<file path="src/rtl/xcipher_pkg.sv">
// Shared types and constants for the xcipher multi-round cipher engine.
package xcipher_pkg;

    typedef enum logic [1:0] {
        ST_IDLE,
        ST_RUN,
        ST_DONE
    } state_e;

    localparam logic MODE_ENC = 1'b0;
    localparam logic MODE_DEC = 1'b1;

endpackage

</file>
<file path="src/rtl/xcipher_round.sv">
// One cipher round: encrypt rotl(~(d^k)) or its exact inverse ~rotr(d)^k.
module xcipher_round
    import xcipher_pkg::*;
#(
    parameter int unsigned WIDTH = 8,
    parameter int unsigned ROT   = 2
) (
    input  logic [WIDTH-1:0] d,
    input  logic [WIDTH-1:0] k,
    input  logic             mode,
    output logic [WIDTH-1:0] d_next
);

    logic [WIDTH-1:0] mix;
    logic [WIDTH-1:0] rot_r;

    always_comb begin
        mix   = ~(d ^ k);
        rot_r = (d >> ROT) | (d << (WIDTH - ROT));
        if (mode == MODE_ENC) begin
            d_next = (mix << ROT) | (mix >> (WIDTH - ROT));
        end else begin
            d_next = ~rot_r ^ k;
        end
    end

endmodule

</file>
<file path="src/rtl/xcipher_core.sv">
// Multi-round cipher engine: accept one word, run N rounds (one per clock),
// present the result on a backpressured output port; abortable.
module xcipher_core
    import xcipher_pkg::*;
#(
    parameter int unsigned WIDTH = 8,
    parameter int unsigned ROT   = 2,
    parameter int unsigned RW    = 4
) (
    input  logic             clk_i,
    input  logic             rst_i,
    input  logic             in_valid_i,
    output logic             in_ready_o,
    input  logic [WIDTH-1:0] in_data_i,
    input  logic [WIDTH-1:0] in_key_i,
    input  logic [RW-1:0]    in_rounds_i,
    input  logic             in_mode_i,
    output logic             out_valid_o,
    input  logic             out_ready_i,
    output logic [WIDTH-1:0] out_data_o,
    output logic             out_mode_o,
    input  logic             abort_i,
    output logic             busy_o
);

    state_e           state_q, state_d;
    logic [RW-1:0]    cnt_q, cnt_d;
    logic [WIDTH-1:0] data_q, data_d;
    logic [WIDTH-1:0] key_q, key_d;
    logic             mode_q, mode_d;
    logic [WIDTH-1:0] res_q, res_d;
    logic             res_mode_q, res_mode_d;
    logic             out_valid_q, out_valid_d;
    logic [WIDTH-1:0] round_out;

    xcipher_round #(
        .WIDTH (WIDTH),
        .ROT   (ROT)
    ) u_round (
        .d      (data_q),
        .k      (key_q),
        .mode   (mode_q),
        .d_next (round_out)
    );

    always_comb begin
        state_d     = state_q;
        cnt_d       = cnt_q;
        data_d      = data_q;
        key_d       = key_q;
        mode_d      = mode_q;
        res_d       = res_q;
        res_mode_d  = res_mode_q;
        out_valid_d = out_valid_q;
        case (state_q)
            ST_IDLE: begin
                if (in_valid_i) begin
                    data_d = in_data_i;
                    key_d  = in_key_i;
                    mode_d = in_mode_i;
                    cnt_d  = in_rounds_i;
                    // Zero rounds bypasses RUN and publishes the input directly.
                    if (in_rounds_i == '0) begin
                        res_d       = in_data_i;
                        res_mode_d  = in_mode_i;
                        out_valid_d = 1'b1;
                        state_d     = ST_DONE;
                    end else begin
                        state_d = ST_RUN;
                    end
                end
            end
            ST_RUN: begin
                if (abort_i) begin
                    state_d = ST_IDLE;
                end else begin
                    data_d = round_out;
                    cnt_d  = cnt_q - RW'(1);
                    if (cnt_q == RW'(1)) begin
                        res_d       = round_out;
                        res_mode_d  = mode_q;
                        out_valid_d = 1'b1;
                        state_d     = ST_DONE;
                    end
                end
            end
            ST_DONE: begin
                if (abort_i || out_ready_i) begin
                    out_valid_d = 1'b0;
                    state_d     = ST_IDLE;
                end
            end
            default: begin
                out_valid_d = 1'b0;
                state_d     = ST_IDLE;
            end
        endcase
    end

    always_ff @(posedge clk_i or posedge rst_i) begin
        if (rst_i) begin
            state_q     <= ST_IDLE;
            cnt_q       <= '0;
            data_q      <= '0;
            key_q       <= '0;
            mode_q      <= MODE_ENC;
            res_q       <= '0;
            res_mode_q  <= MODE_ENC;
            out_valid_q <= 1'b0;
        end else begin
            state_q     <= state_d;
            cnt_q       <= cnt_d;
            data_q      <= data_d;
            key_q       <= key_d;
            mode_q      <= mode_d;
            res_q       <= res_d;
            res_mode_q  <= res_mode_d;
            out_valid_q <= out_valid_d;
        end
    end

    assign in_ready_o  = (state_q == ST_IDLE);
    assign busy_o      = (state_q != ST_IDLE);
    assign out_valid_o = out_valid_q;
    assign out_data_o  = res_q;
    assign out_mode_o  = res_mode_q;

endmodule

</file>
<file path="config.mk">
export PLATFORM = sky130hd
export DESIGN_NAME = xcipher_core
export DESIGN_NICKNAME = d
export VERILOG_FILES = /design/src/rtl/xcipher_pkg.sv /design/src/rtl/xcipher_round.sv /design/src/rtl/xcipher_core.sv
export SDC_FILE = /design/constraint.sdc
export NUM_CORES = 1
export LEC_CHECK = 0
export ABC_AREA = 1
export BUFFER_PORTS_ARGS = -buffer_cell sky130_fd_sc_hd__buf_2
export CAP_MARGIN = 20
export CORE_MARGIN = 10
export CORE_UTILIZATION = 45
export DETAILED_ROUTE_END_ITERATION = 10
export GPL_TIMING_DRIVEN = 0
export PLACE_DENSITY = 0.79
export SYNTH_ARGS = -nofsm -noshare
export SYNTH_HDL_FRONTEND = slang
export SYNTH_SLANG_ARGS = --single-unit
</file>
<file path="constraint.sdc">
create_clock -name clk_i -period 1.6 [get_ports clk_i]
set_clock_uncertainty 0.15 [all_clocks]
set_input_delay 0.24 -clock clk_i [delete_from_list [all_inputs] [get_ports clk_i]]
set_output_delay 0.24 -clock clk_i [all_outputs]
set_load 0.1 [all_outputs]
</file>
* Word level (Yosys, flattened, before mapping)
Index checks and enable logic that the tools add are counted.
** Storage, ports and cells
- Bits in registers :: 33
- Latch bits :: 0
- RAM bits :: 0
- ROM bits :: 0
- Bits of input ports :: 26
- Output and inout bits :: 12
- Memories :: 0
** Cells by class
- $add $sub $neg :: 1
- Multiply operators :: 0
- Divide/modulo/power cells :: 0
- Magnitude comparators :: 0
- Equal/unequal tests :: 9
- Shift-type cells :: 0
- Multiplexer cells :: 29
- Bitwise operators :: 6
- Reduce and logical (&&, ||, !) cells :: 10
** Operator list (count)
- $mux 8 :: 7
- $pmux 8 s2 :: 2
- $not 8->8 :: 2
- $xor 8x8->8 :: 2
- $mux 2 :: 5
- $reduce_and 5->1 :: 2
- $mux 1 :: 9
- $mux 4 :: 2
- $ne 2x2->1 const B :: 4
- $or 6x8->8 :: 1
- $or 8x2->8 :: 1
- $pmux 4 s2 :: 1
- $pmux 2 s3 :: 1
- $reduce_and 3->1 :: 2
- $eq 4x1->1 const B :: 1
- $logic_not 4->1 :: 1
- $reduce_bool 2->1 :: 2
- $sub 4x1->4 const B :: 1
- $ne 3x3->1 const B :: 1
- $pmux 1 s3 :: 1
- $eq 2x1->1 const B :: 1
- $eq 2x2->1 const B :: 1
- $logic_not 2->1 :: 1
- $ne 2x1->1 const B :: 1
- other kinds (3) :: 3

* Longest topological paths before layout
Gate-level depths: netlist of run 1.
- Depth in word-level cells :: 7
- Mapped depth :: 9

* Cells and area by module
Synthesis of run 1 repeated with hierarchy kept, for this count alone.
** Unflattened totals
- Cells, all modules :: 263
- Area total of the unflattened synthesis :: 1879.3 sq um
** By module, submodules not included
- xcipher_core :: times used 1, cells each 189, area an instance 1551.5 sq um
- xcipher_round :: times used 1, cells each 74, area an instance 327.8 sq um

* Least setup slack after synthesis of run 1
No wires, ideal clock.
- Kind :: register to register
- Start point :: reg state_q[1]
- End point :: reg res_q[0] (netlist: out_data_o[0])
- Arrival :: 1.927 ns
- Required time :: 1.330 ns
- Path slack :: -0.597 ns
- Stages on the path, launching flop included :: 8
- Buffers on the path :: 1
- Period minus slack after synthesis :: 2.197 ns
- Cell sequence :: dfrtp_1 nor2_2 nand2_2 o21ai_2 nand3_2 buf_2 nand2_1 nand2_1
** Between the ends
- Cells in the longest elaborated chain, start to end :: 3
- Elaborated cells between the ends (all ways) :: 9
- Those cells by class :: eq/ne: 5; mux: 1; reduce/logical: 3
** RTL lines
- from (decl) :: RTL line xcipher_core.sv:26 : state_e state_q, state_d;
- from (signal assigned) :: RTL line xcipher_core.sv:111 : state_q <= state_d;
- $logic_not 2->1 (*)
- net in_ready_o :: RTL line xcipher_core.sv:13 : output logic in_ready_o,
- $ne 2x1->1 (no line), or another cell as far along
- $reduce_and 5->1 (no line)
- to (signal assigned) :: RTL line xcipher_core.sv:116 : res_q <= res_d;
- to (decl) :: RTL line xcipher_core.sv:31 : logic [WIDTH-1:0] res_q, res_d;
The timed path passes the listed nets; every way through them passes the cells marked *.
A chain may end at the register's enable or synchronous reset.

* Final worst setup path of run 1
- Start point :: reg state_q[1]
- End point :: out in_ready_o
** Between the ends
- Cells in the longest elaborated chain, start to end :: 1
** RTL lines
- $logic_not 2->1 :: RTL line xcipher_core.sv:122 : assign in_ready_o = (state_q == ST_IDLE);
- to (decl) :: RTL line xcipher_core.sv:13
No other way between the ends.

==> run summary, run 1 <==
Vias -> 1,755
fillers -> 358
crit share post-route -> 96.46%
Worst slew margin -> 63.81%
status -> finished, final reports clean
Clk Latency, worst-skew pair -> 0.29 ns
number of global-route vias before repair -> 1,756
worst reg2reg path endpoint -> out_data_o[0]$_DFFE_PP0P_
unrepaired setup endpoints after global routing -> no
Initial Util -> 45.84%
router iterations before antenna repair -> 4
Mapped Cells -> 264
Core Area -> 0.003971 mm^2
Worst Hold Path EP -> key_q[2]$_DFFE_PP0P_
post-DR vias/cell -> 4.835
Post-Syn Area -> 0.001820 mm^2
count of inserted antenna diode cells -> 0
final hold viol count -> 0
worst path required time -> 1.21 ns
Die X -> 83.61 um
die area -> 0.006990 mm^2
row count -> 23
setup violators final -> 0
fmax -> 648.0 MHz
Worst Setup Path Type -> flip-flop to output port
Critical Path Fanout Max -> 4
clk root buf -> clkbuf_8
GPL Wtd Cong -> 0.8500
GRT overflow -> 0
Hold Path Stages -> 3
Worst Reg-to-Reg Cells -> 7
wire length per cell -> 12.16 um
antenna-violating nets left -> 0
Critical Path AT -> 1.15 ns
largest net degree at the start of global routing -> 22
crit path from -> state_q[1]$_DFFE_PP0P_
R2R Setup Slk -> 0.09 ns
first-pass GRT wire length -> 7659 um
Syn Area/Cell -> 6.896 um^2
synth warn -> 0
H-tree depth -> 2
Sink Count -> 33
worst slew pin tran -> 0.5423 ns
crit path launch type -> flip-flop
HP Class -> input port to flip-flop
Critical Path End Type -> output port
initial antenna violation count -> 0
flip-flop and latch count after synthesis -> 33
Total Wirelength -> 4414 um
Max-Cap Viols -> 0
Tmin final -> 1.543 ns
clock-pin slew on the worst setup and hold paths -> 0.07 ns
most common cell after layout, fill and taps aside -> nand2_1
remaining routing DRC violations -> 0
share of cells above drive strength 1 -> 22.04%
IO buf count -> 37
hold path start -> in_key_i[2]
drt initial violations -> 129
Final Non-Filler Cells -> 363
Max Slew Vio Count -> 0
HPWL Detailed -> 3442 um
TritonCTS clock tree -> done
commonest cells after routing, fill and taps aside -> nand2_1 (132), buf_2 (39), dfrtp_1 (32)
CTS max path bufs -> 2
CTS Buf Count -> 5
Final #Nets -> 340
launch point of the worst reg-to-reg path -> state_q[1]$_DFFE_PP0P_
die height -> 83.61 um
P&R area growth vs syn -> 24.54%
Synth Net Count -> 292
Yosys cell types -> 19
IO Count -> 38
GRT Overall Usage -> 12.79%
register area share after synthesis -> 45.36%
Placed Cells incl. Taps -> 352
-- critical path: stages (launching register included) --
cell and delay (ns):
dfrtp_2 0.45, nor2_4 0.21, buf_12 0.20
-- cell usage after synthesis (all sizes together) --
cell type / count / area, um^2
buf: 7 / 37.54
clkinv: 1 / 3.750
dfrtp: 33 / 825.8
nand3: 25 / 130.1
nand2: 134 / 508.0
o21ai: 18 / 93.84
o211ai: 1 / 7.510
ha: 2 / 25.02
nor2: 17 / 86.33
inv: 25 / 93.84
xor2: 1 / 8.760
-- sequential cells by signal, summed over array words and instances (netlist names) --
register,flops
cnt_q,4
mode_q,1
data_q,8
state_q,2
key_q,8
out_valid_o,1
out_mode_o,1
out_data_o,8
-- per-stage QoR --
stage | util [%] | setup TNS (ns) | area, um^2 | worst slack [ns] | hold slack, ns
2_1_floorplan | - | -6.317 | 1847 | -0.2343 | 0.2110
3_3_place_gp | 52.74 | 0 | 2095 | 0.05730 | 0.2986
6_report | 57.09 | 0 | 2267 | 0.05669 | 0.003492
4_1_cts | 56.08 | 0 | 2227 | 0.02406 | 0.005330
3_5_place_dp | 53.43 | 0 | 2122 | 0.08303 | 0.1605
5_1_grt | 57.09 | 0 | 2267 | 0.0008793 | 0.01240
-- layout make-up --
cell class	instances	area, um^2	share of cell area, %
multi-input cells	198	882.1	38.91
flip-flops and latches	33	827.0	36.48
repair buffers	41	259.0	11.42
inverters	26	103.9	4.581
clock buffers	5	68.82	3.035
well taps	50	62.56	2.759
plain buffers	7	46.29	2.042
clock inverters	3	17.52	0.7726
-- per-layer routing --
metal	global-route usage (%)	up-vias	part of all wire, %
met1	15.64	786	47
met4	5.632	0	1.8
met5	0	-	0
met3	2.441	7	3.6
met2	21.11	44	47
li1	-	918	-
-- what timing repair did --
item / 4_1_cts / 5_1_grt
setup endpoints to repair: 2 / 17
hold buffers: 1 / 0
pin swaps: 0 / 2
setup buffers: 0 / 2
gates resized for setup: 3 / 7
endpoints found under the hold margin: 12 / 0
-- worst max path at each step --
stage / to / slack, ns
detailed placement: cnt_q[3]$_DFFE_PP0P_ / 0.08
CTS: in_ready_o / 0.02
finish: in_ready_o / 0.06
global placement: cnt_q[2]$_DFFE_PP0P_ / 0.06
global route: out_data_o[0]$_DFFE_PP0P_ / 0.0009
floorplan: out_data_o[0]$_DFFE_PP0P_ / -0.23
-- logic make-up after synthesis --
logic type | Yosys count | synth area share (%)
AOI/OAI and AO/OA | 19 | 5.567
xor gates and xnor gates | 1 | 0.4812
adders and majority gates | 2 | 1.374
buffers and inverters | 33 | 7.423
DFF | 33 | 45.36
and+or+nand+nor | 176 | 39.79
Power of run 1 is not shown: default switching activity piles up to over one toggle a cycle in this logic, so the estimate is an artifact.
==> inputs of run 2 (changes only) <==
ABC_AREA = not set   (was 1)
CAP_MARGIN = 0   (was 20)
==> run 2 against run 1 <==
Effect of this change: the run now ends with negative setup slack left; first-iteration DRC count decreased by 38%; sequential cell count stayed put; synthesized area grew 1.2%; fmax decreased by 8.6%; final area is 16% higher; die area increased by 0.94%; critical endpoint is now out_valid_o$_DFFE_PP0P_; highest routed layer unchanged.
==> run summary, run 2 <==
fmax -> 592.5 MHz
FFs w/ async S/R, synth -> 100.0%
first-pass GRT wire length -> 7569 um
P&R area growth vs syn -> 42.50%
Critical Path AT -> 1.72 ns
row count -> 23
Vias -> 1,500
largest family of logic cells by synthesized area -> compound AO/OA/AOI/OAI gates
HPWL Detailed -> 3099 um
main flop type after synthesis -> dfrtp_1
launch point of the worst reg-to-reg path -> state_q[1]$_DFFE_PP0P_
die area -> 0.007055 mm^2
fillers -> 292
clk root buf -> clkbuf_8
area of the multi-input gates -> 0.001115 mm^2
critical path's largest stage delay -> 0.47 ns
flip-flop and latch count after synthesis -> 33
most common cell after layout, fill and taps aside -> buf_2
Mapped Cells -> 161
clock-pin slew on the worst setup and hold paths -> 0.07 ns
Worst slew margin -> 67.51%
failing checks -> negative setup slack
Synth area leaders -> dfrtp_1 (45%), mux2_4 (9.0%), o21ai_1 (3.8%), xnor2_1 (3.8%), xor2_1 (3.8%)
Core Area -> 0.003971 mm^2
antenna-violating nets left -> 0
die height -> 84.00 um
Max-Cap Viols -> 0
Syn Area/Cell -> 11.45 um^2
Total Wirelength -> 5007 um
XOR/XNOR Fraction of Synth Area -> 7.604%
Worst Hold Path EP -> key_q[2]$_DFFE_PP0P_
final worst-path setup slack -> -0.08782 ns
Worst Setup Path Type -> flip-flop to flip-flop
Post-synth top cells -> dfrtp_1 (33), nor2_1 (14), o21ai_1 (14)
Tmin final -> 1.688 ns
CTS max path bufs -> 2
Worst Reg-to-Reg Cells -> 6
Clk Latency, worst-skew pair -> 0.29 ns
GRT overflow -> 0
top cell type's share of synthesized area -> 44.81%
setup violators final -> 21
critical path's slowest cell -> dfrtp_2
drt initial violations -> 80
Synth Net Count -> 189
Design Area, Final -> 0.002626 mm^2
worst path required time -> 1.64 ns
register area share after synthesis -> 44.81%
HP Class -> input port to flip-flop
status -> finished, violations left
final hold viol count -> 0
Critical Path End Type -> flip-flop
Post-Synth Simple-Gate Area -> 11.95%
post-placement setup slack -> -0.2746 ns
IO Count -> 38
crit-path cells -> nor2_4 > inv_8 > o22ai_4 > buf_4 > a211oi_2 > o22a_1
GPL Wtd Cong -> 0.8470
initial antenna violation count -> 0
Seq. cell area -> 828.3 um^2
Die X -> 84.00 um
Initial Util -> 46.41%
count of inserted antenna diode cells -> 0
Hold Path Stages -> 2
number of global-route vias before repair -> 1,577
EDFF count, synth -> 0
R2R Setup Slk -> -0.09 ns
commonest cells after routing, fill and taps aside -> buf_2 (37), dfrtp_1 (31), mux2_4 (11), o21ai_1 (11), buf_4 (10)
Max Slew Vio Count -> 0
Min Hold Slack -> 0.02880 ns
Final #Nets -> 250
crit path launch type -> flip-flop
post-synth top area cell -> dfrtp_1
Yosys cell types -> 40
crit share post-route -> 105.5%
largest net degree at the start of global routing -> 34
router iterations before antenna repair -> 4
Critical Path Fanout Max -> 7
synth warn -> 0
wire length per cell -> 18.34 um
worst reg2reg path endpoint -> out_valid_o$_DFFE_PP0P_
Sink Count -> 33
unrepaired setup endpoints after global routing -> yes
TritonCTS clock tree -> done
remaining routing DRC violations -> 0
post-DR vias/cell -> 5.495
Post-Syn Area -> 0.001843 mm^2
CTS Buf Count -> 5
H-tree depth -> 2
Post-Synth Adder-Cell Area -> 1.358%
mux cell area share after synthesis -> 9.572%
worst slew pin tran -> 0.4908 ns
area fraction in compound gates after synthesis -> 19.55%
Area after DPL -> 0.002107 mm^2
IO buf count -> 37
share of cells above drive strength 1 -> 57.40%
hold path start -> in_key_i[2]
GRT Overall Usage -> 13.20%
top-count cell post-synth -> dfrtp_1
## run 2: cell type report
type | instances | area share, %
multi-input cells | 115 | 42.45
repair buffers | 54 | 14.63
plain buffers | 8 | 4.145
inverters | 5 | 1.000
clock inverters | 1 | 0.1906
flip-flops and latches | 33 | 31.54
well taps | 50 | 2.382
clock buffers | 7 | 3.668
## run 2: worst max-delay path by stage
stage                     slack, ns              startpoint                        end
after floorplan               -0.52  state_q[0]$_DFFE_PP0P_  out_data_o[7]$_DFFE_PP0P_
after global routing          -0.16  state_q[1]$_DFFE_PP0P_    out_valid_o$_DFFE_PP0P_
after global placement        -0.25    cnt_q[1]$_DFFE_PP0P_  out_data_o[7]$_DFFE_PP0P_
final                         -0.09  state_q[1]$_DFFE_PP0P_    out_valid_o$_DFFE_PP0P_
after CTS                     -0.09    cnt_q[1]$_DFFE_PP0P_  out_data_o[7]$_DFFE_PP0P_
after detailed placement      -0.27    cnt_q[1]$_DFFE_PP0P_  out_data_o[7]$_DFFE_PP0P_
## run 2: cells by family (layout without fill, tap and decap cells)
group	count (synthesis)	in the layout
adder cells (fa/ha/maj)	2	2
AND/OR/NAND/NOR	39	39
AO/OA/AOI/OAI	46	46
flip-flops	33	33
multiplexers	12	12
buffers and inverters	13	75
XOR/XNOR	16	16
## run 2: worst max-delay path: cells and delay by family (launching register included)
kind	cells	cell delay [ns]
compound gates	3	0.47
buf+inv	2	0.24
flops	1	0.47
simple gates	1	0.24
## run 2: through the flow
stage | setup TNS, ns | utilization [%] | instances
floorplan | -8.693 | - | 161
CTS | -0.2857 | 61.59 | 268
finish | -0.8984 | 66.13 | 273
detailed placement | -3.263 | 53.06 | 248
global placement | -2.497 | 53.06 | 248
global route | -2.555 | 66.13 | 273
## run 2: routing by layer
metal,global-route usage [%],vias to the layer above,routed length [um]
met3,3.613,18,208
met2,21.39,45,2496
met5,0,-,0
li1,-,696,-
met4,8.067,0,180
met1,14.98,741,2120
## run 2: timing repair
item / in CTS / in global routing
hold buffers: 0 / 1
gates resized for setup: 36 / 24
gates cloned: 1 / 1
pin swaps: 10 / 8
buffers inserted: 12 / 2
endpoints found under the setup margin: 34 / 33
endpoints found under the hold margin: 0 / 33
Power of run 2 is left out for the same reason.
==> inputs of run 3 (changes only) <==
HOLD_SLACK_MARGIN = 0.15   (was not set)
SETUP_SLACK_MARGIN = 0.5   (was not set)
==> run 3 against run 2 <==
Effect of this change: the flow finishes with violations (negative hold slack, negative setup slack); first-iteration DRC count grew 54%; critical path type unchanged; non-clock buffer count grew 12; global-route usage grew 1.4 points.
==> run summary, run 3 (synthesized netlist as in run 2, its figures left out) <==
Worst slew margin -> 52.39%
status -> finished, violations left
wire length per cell -> 19.10 um
final worst-path setup slack -> -0.2200 ns
HP Class -> input port to async pin
drt initial violations -> 123
Min Hold Slack -> -0.09605 ns
H-tree depth -> 2
CTS max path bufs -> 2
count of inserted antenna diode cells -> 0
Core Area -> 0.003971 mm^2
first-pass GRT wire length -> 8459 um
Worst Setup Path Type -> flip-flop to flip-flop
critical path's largest stage delay -> 0.40 ns
GPL Wtd Cong -> 0.7719
worst path required time -> 1.61 ns
router iterations before antenna repair -> 4
P&R area growth vs syn -> 58.59%
most common cell after layout, fill and taps aside -> buf_2
die area -> 0.007055 mm^2
TritonCTS clock tree -> done
Critical Path End Type -> flip-flop
fmax -> 549.5 MHz
Max-Cap Viols -> 0
Largest delay share family, worst path -> simple AND/OR/NAND/NOR gates
IO Count -> 38
number of global-route vias before repair -> 1,705
commonest cells after routing, fill and taps aside -> buf_2 (26), dfrtp_1 (23), buf_12 (16), buf_4 (16)
crit path launch type -> flip-flop
post-DR vias/cell -> 5.526
Critical Path AT -> 1.83 ns
crit share post-route -> 113.7%
crit-path cells -> inv_2 > ha_4 > nor3b_4 > o22ai_4 > nor2_4 > mux2_4
critical path's slowest cell -> dfrtp_1
clk root buf -> clkbuf_8
fillers -> 238
largest net degree at the start of global routing -> 34
die height -> 84.00 um
clock-pin slew on the worst setup and hold paths -> 0.07 ns
CTS Buf Count -> 5
Clk Latency, worst-skew pair -> 0.29 ns
crit path from -> cnt_q[1]$_DFFE_PP0P_
GRT overflow -> 0
remaining routing DRC violations -> 0
Tmin final -> 1.820 ns
unrepaired setup endpoints after global routing -> yes
initial antenna violation count -> 0
share of cells above drive strength 1 -> 60.85%
Buf+Inv Stages, Crit Path -> 1
GRT Overall Usage -> 14.64%
Total Wirelength -> 5444 um
Initial Util -> 46.41%
worst slew pin tran -> 0.7126 ns
Die X -> 84.00 um
launch point of the worst reg-to-reg path -> cnt_q[1]$_DFFE_PP0P_
Critical Path Fanout Max -> 8
antenna-violating nets left -> 0
IO buf count -> 37
Final #Nets -> 262
setup violators final -> 30
Sink Count -> 33
final hold viol count -> 33
failing checks -> negative hold slack, negative setup slack
Max Slew Vio Count -> 0
HPWL Detailed -> 3090 um
row count -> 23
Vias -> 1,575
run 3: cell type report:
cell class | count | area [um^2] | share of cell area [%]
buffer | 8 | 105.1 | 3.596
timing repair buffer | 66 | 670.6 | 22.95
clock buffer | 8 | 80.08 | 2.740
tap | 50 | 62.56 | 2.140
multi-input combinational | 115 | 1136 | 38.87
sequential | 33 | 838.3 | 28.68
inverter | 5 | 30.03 | 1.027
run 3: timing repair:
item / in CTS / in global routing
endpoints found under the setup margin: 45 / 45
cloned: 3 / 1
setup buffers: 17 / 6
hold buffers: 1 / 1
endpoints found under the hold margin: 52 / 46
gates resized for setup: 74 / 18
pin swaps: 3 / 10
run 3: path summary, 6_finish.rpt:
kind	slack, ns	endpoint	depth (start not counted)
worst max-delay path	-0.22	out_data_o[7]$_DFFE_PP0P_	6
worst min-delay path	-0.1	state_q[1]$_DFFE_PP0P_	2
worst max register to register	-0.22	out_data_o[7]$_DFFE_PP0P_	6
worst min register to register	0.40	out_valid_o$_DFFE_PP0P_	1
max in group asynchronous	0.96	out_data_o[0]$_DFFE_PP0P_	2
min in group clk_i	0.04	key_q[1]$_DFFE_PP0P_	2
run 3: routing by layer:
metal  GRT usage [%]  routed length [um]
met1           16.94                2243
met2           24.04                2836
met3           4.785                 275
met4           6.240                  89
met5               0                   0
run 3: metrics by stage:
stage                     instance area, um^2  setup TNS, ns  setup WS, ns  utilization [%]  std cells
final                                    2923         -1.967       -0.2200            73.60        285
after global routing                     2923         -3.671       -0.2871            73.60        285
after CTS                                2773        -0.8937       -0.1363            69.82        277
after detailed placement                 2196         -2.658       -0.3310            55.29        248
after global placement                   2196         -2.052       -0.2818            55.29        248
after floorplan                          1948         -8.660       -0.5222                -        161
Power of run 3 is left out for the same reason.
